$ cat config.mk
export PLATFORM = sky130hd
export DESIGN_NAME = ifu
export DESIGN_NICKNAME = d
export VERILOG_FILES = /design/src/rtl/cpu_pkg.sv /design/src/rtl/if_id_reg.sv /design/src/rtl/ifu.sv
export SDC_FILE = /design/constraint.sdc
export NUM_CORES = 1
export LEC_CHECK = 0
export ABC_CLOCK_PERIOD_IN_PS = 6300
export BUFFER_PORTS_ARGS = -buffer_cell sky130_fd_sc_hd__buf_2
export CAP_MARGIN = 20
export CELL_PAD_IN_SITES_DETAIL_PLACEMENT = 1
export CELL_PAD_IN_SITES_GLOBAL_PLACEMENT = 2
export CORE_MARGIN = 5
export CORE_UTILIZATION = 30
export DETAILED_ROUTE_END_ITERATION = 7
export GPL_ROUTABILITY_DRIVEN = 0
export PLACE_DENSITY_LB_ADDON = 0.1
export SYNTH_ARGS = -nofsm -noshare
export SYNTH_HDL_FRONTEND = slang
export SYNTH_HIERARCHICAL = 1
export SYNTH_SLANG_ARGS = --single-unit
export TNS_END_PERCENT = 20
$ cat constraint.sdc
create_clock -name clk -period 6.3 [get_ports clk]
set_input_delay 0 -clock clk [delete_from_list [all_inputs] [get_ports clk]]
set_output_delay 0 -clock clk [all_outputs]
set_load 0.02 [all_outputs]
$ cat src/rtl/cpu_pkg.sv
// Shared CPU definitions: datapath widths, fetch defaults and the IF/ID
// pipeline record that decode also consumes.
package cpu_pkg;

   localparam int XLEN    = 32;
   localparam int INSTR_W = 32;

   localparam logic [XLEN-1:0]    DEF_RESET_PC = 32'h0000_0000;
   localparam logic [INSTR_W-1:0] DEF_NOP      = 32'h0000_0000;

   typedef struct packed {
      logic               valid;
      logic [INSTR_W-1:0] instr;
      logic [XLEN-1:0]    pc;
      logic [XLEN-1:0]    pc4;
      logic               err;
   } if_id_t;

   // Empty IF/ID slot; the bubble instruction is a parameter of the core.
   function automatic if_id_t if_id_empty(input logic [INSTR_W-1:0] nop);
      if_id_t r;
      r.valid = 1'b0;
      r.instr = nop;
      r.pc    = '0;
      r.pc4   = '0;
      r.err   = 1'b0;
      return r;
   endfunction

endpackage

$ cat src/rtl/if_id_reg.sv
// IF/ID pipeline register. Flush wins over hold; a flush turns the slot
// into a bubble but keeps the last pc/pc4.
module if_id_reg
   import cpu_pkg::*;
#(
   parameter logic [INSTR_W-1:0] NOP = DEF_NOP
) (
   input  logic   clk,
   input  logic   rst_n,
   input  logic   i_flush,
   input  logic   i_hold,
   input  if_id_t i_d,
   output if_id_t o_q
);

   if_id_t r_q;

   // NOTE: sequential state uses non-blocking (<=) so every register samples
   // pre-edge values regardless of process ordering.
   always_ff @(posedge clk or negedge rst_n) begin
      if (!rst_n) begin
         r_q <= if_id_empty(NOP);
      end else if (i_flush) begin
         r_q.valid <= 1'b0;
         r_q.instr <= NOP;
         r_q.err   <= 1'b0;
      end else if (!i_hold) begin
         r_q <= i_d;
      end
   end

   assign o_q = r_q;

endmodule

$ cat src/rtl/ifu.sv
// Instruction fetch unit: PC register, next-PC selection, misalignment check,
// retired-fetch counter and the IF/ID register feeding decode.
module ifu
   import cpu_pkg::*;
#(
   parameter logic [XLEN-1:0]    RESET_PC = DEF_RESET_PC,
   parameter logic [INSTR_W-1:0] NOP      = DEF_NOP
) (
   input  logic               clk,
   input  logic               rst_n,
   input  logic               stall,
   input  logic               redirect,
   input  logic [XLEN-1:0]    redirect_pc,
   output logic [XLEN-1:0]    im_addr,
   input  logic [INSTR_W-1:0] im_data,
   output logic               id_valid,
   output logic [INSTR_W-1:0] id_instr,
   output logic [XLEN-1:0]    id_pc,
   output logic [XLEN-1:0]    id_pc4,
   output logic               id_err,
   output logic [XLEN-1:0]    fetch_cnt
);

   logic [XLEN-1:0] r_pc;
   logic [XLEN-1:0] r_fetch_cnt;
   logic [XLEN-1:0] w_pc4;
   logic [XLEN-1:0] w_pc_next;
   logic            w_misaligned;
   logic            w_advance;
   if_id_t          w_fetch;
   if_id_t          w_id;

   assign w_pc4        = r_pc + 32'd4;
   assign w_misaligned = |r_pc[1:0];
   assign w_advance    = !redirect && !stall;

   always_comb begin
      w_pc_next = r_pc;
      if (redirect) begin
         w_pc_next = redirect_pc;
      end else if (!stall) begin
         w_pc_next = w_pc4;
      end
   end

   always_comb begin
      w_fetch.valid = 1'b1;
      w_fetch.instr = w_misaligned ? NOP : im_data;
      w_fetch.pc    = r_pc;
      w_fetch.pc4   = w_pc4;
      w_fetch.err   = w_misaligned;
   end

   always_ff @(posedge clk or negedge rst_n) begin
      if (!rst_n) begin
         r_pc        <= RESET_PC;
         r_fetch_cnt <= '0;
      end else begin
         r_pc <= w_pc_next;
         if (w_advance) begin
            r_fetch_cnt <= r_fetch_cnt + 32'd1;
         end
      end
   end

   if_id_reg #(
      .NOP (NOP)
   ) u_if_id (
      .clk     (clk),
      .rst_n   (rst_n),
      .i_flush (redirect),
      .i_hold  (stall),
      .i_d     (w_fetch),
      .o_q     (w_id)
   );

   assign im_addr   = r_pc;
   assign id_valid  = w_id.valid;
   assign id_instr  = w_id.instr;
   assign id_pc     = w_id.pc;
   assign id_pc4    = w_id.pc4;
   assign id_err    = w_id.err;
   assign fetch_cnt = r_fetch_cnt;

endmodule

==> results.json <==
{
  "leakage_nw": 5.16,
  "dr.pass1.iters": 4,
  "post-route-util_pct": 39.0,
  "cts_setup_buffers": 0,
  "start_util_pct": 30.2,
  "path_clk_slew_ns": 0.07,
  "ant_nets": 0,
  "cp-start-kind": "register",
  "powerDensity_mw_per_mm2": 287,
  "slowest_stage": "nor2_1",
  "end_kind": "register",
  "ios": 230,
  "crit_buf_inv": 0,
  "grt_usage_pct": 16.1,
  "crit_arrival_ns": 2.83,
  "cts_sinks": 162,
  "overflow": 0,
  "ys_seq_area_share_pct": 48.7,
  "timing.fmax_ghz": 0.396,
  "rrSetupSlack_ns": 3.77,
  "fin_cells": 1363,
  "maxCapViolCount": 0,
  "synth_cell_type_count": 51,
  "design_area_sq_mm": 0.0107,
  "drv_slew": 0,
  "cts.htree.levels": 4,
  "worst_pin_slew_ns": 1.00,
  "drtIter0Drc": 261,
  "path_class": "reg2reg",
  "tns_ns": 0,
  "drc": 0,
  "hold_class": "in2reg",
  "final_layout_size_suffix_gt1_share_pct": 35.1,
  "p_seq_share_pct": 41.8,
  "synth_area_leaders": "dfrtp_1 49%, mux2_4 11%, xnor2_1 5.6%, mux2i_1 4.2%, buf_4 3.2%",
  "async_reset_ff_share_pct": 100,
  "netlist.area_leader.share_pct": 48.7,
  "die_x_um": 177,
  "finalCriticalPeriod_ns": 2.53,
  "wl_um": 25400,
  "maxSlewHeadroom_pct": 33.1,
  "grt_pass1_vias": 6936,
  "insertion_delay_ns": 0.42,
  "setup_slack_ns": 3.77,
  "vias": 6331,
  "power.switching_mw": 0.975,
  "synth.most_common_cell": "dfrtp_1",
  "rsz0062_at_grt": "false",
  "hold-worst-slack_ns": 0.134,
  "wl_per_cell_um": 18.6,
  "ir_worst_vdd_uv": 146,
  "layout.nets": 1042,
  "synth_ff_type": "dfrtp_1",
  "numCtsBuffers": 17,
  "antenna_found_initial": 1,
  "clock_skew_ns": 0.0169,
  "hpwl_um": 17600,
  "synth_warnings": 6,
  "synth_edf_count": 0,
  "finalPower_mw": 3.09,
  "grt_pass1_wl_um": 40000,
  "ys_seq_elements": 162,
  "syn_to_final_growth_pct": 29.1,
  "yosysTopAreaCell": "dfrtp_1",
  "cellInternalPower_mw": 2.11,
  "die_h_um": 177,
  "clkPwrFrac_pct": 35.8,
  "synth.cell_area_sq_mm": 0.00832,
  "grt_max_degree": 98,
  "cpPeakStageDelay_ns": 0.69,
  "cpLargestDelayFamily": "simple AND/OR/NAND/NOR gates",
  "dpl_cell_area_sq_mm": 0.00946,
  "clock-root-buffer": "clkbuf_16",
  "yosys-top-cells-count": "162 x dfrtp_1, 63 x nor2_1, 60 x mux2_4",
  "power_frac_comb_pct": 22.4,
  "dieArea_sq_mm": 0.0312,
  "status": "completed",
  "setup_viol": 0,
  "avgSynthCellArea_sq_um": 11.5,
  "synth_nets": 794,
  "cts.repair.resized": 0,
  "io_buffers": 229,
  "fp.coreArea_sq_mm": 0.0276,
  "crit_path_frequent_cell": "nand3_1",
  "path_cells": "ha_1 -> nand3_1 -> nor2_1 -> nand3_1 -> xnor2_1 -> mux2_4",
  "cts_tree": "yes",
  "syn_inst": 724,
  "num_rows": 61,
  "vias_per_cell": 4.64,
  "crit_path_max_fanout": 10,
  "dp_cells": 1264,
  "post-route-period-util_pct": 40.1,
  "final-hold-violation-count": 0,
  "dp_slack_ns": 3.62,
  "required_ns": 6.60,
  "swShare_pct": 31.6,
  "cts_buffer_depth": 2
}
placed cells by master (no fill, tap or decap), types with 12 or more instances in the layout:
cell | synthesis | layout
xor2_1 | 19 | 19
clkbuf_16 | 0 | 17
o21ai_0 | 15 | 15
and3_1 | 12 | 12
and2_1 | 34 | 34
dlygate4sd3_1 | 0 | 65
nor2_1 | 63 | 63
nand3_1 | 29 | 29
xnor2_1 | 53 | 53
buf_2 | 7 | 226
nand4_1 | 20 | 20
mux2i_1 | 35 | 35
inv_1 | 14 | 14
dfrtp_1 | 162 | 162
mux2_4 | 60 | 60
nand2_1 | 39 | 39
cell type report:
cell class              count  area (sq um)
clock inverters            13           175
repair buffers            301          1860
clock buffers              18           439
multi-input cells         475          3680
well taps                 378           473
fillers                  3054         16800
flip-flops and latches    162          4050
inverters                  15          56.3
diodes                      1          2.50
layer usage:
layer  global-route usage, %  vias to the layer above  share of wire [%]
li1                        -                     2959                  -
met1                    21.8                     3207                 46
met2                    26.6                      149                 48
met3                    3.45                       16                4.9
met4                    3.35                        0                1.0
met5                       0                        -                  0
state kept, by name, summed over array words and instances (netlist names):
register / flops
im_addr: 32
u_if_id/o_q: 98
fetch_cnt: 32
kinds of logic (layout without fill, tap and decap cells):
kind of cell | count (synthesis) | count (layout) | synth area share, %
buffers and inverters | 87 | 347 | 7.08
muxes | 102 | 102 | 16.0
xor gates and xnor gates | 72 | 72 | 7.58
AOI/OAI and AO/OA | 43 | 43 | 3.50
adders and majority gates | 2 | 2 | 0.301
other | 1 | 2 | 0.0451
and+or+nand+nor | 255 | 255 | 16.8
DFF | 162 | 162 | 48.7
path summary, 6_finish.rpt:
| path | cells after the start | endpoint | start |
|---|---|---|---|
| min reg2reg | 1 | fetch_cnt[31] | fetch_cnt[31] |
| max reg2reg | 6 | u_if_id/o_q[31] | im_addr[2] |
| max | 6 | u_if_id/o_q[31] | im_addr[2] |
| min | 2 | u_if_id/o_q[97] | redirect |
| max in group asynchronous | 3 | u_if_id/o_q[90] | rst_n |
| min in group asynchronous | 2 | u_if_id/o_q[19] | rst_n |
power groups by stage:
stage / Clock [mW] / Sequential, mW / Combinational, mW
CTS: 1.14 / 1.30 / 0.705
global placement: 0 / 1.31 / 0.662
floorplan: 0 / 1.40 / 0.337
global route: 1.18 / 1.32 / 0.746
detailed placement: 0 / 1.32 / 0.669
finish: 1.11 / 1.29 / 0.690
timing repair:
action,CTS,global route
setup endpoints to repair,0,0
hold buffers,65,0
endpoints found under the hold margin,160,0
No activity file was read; power rests on OpenSTA's default activity.
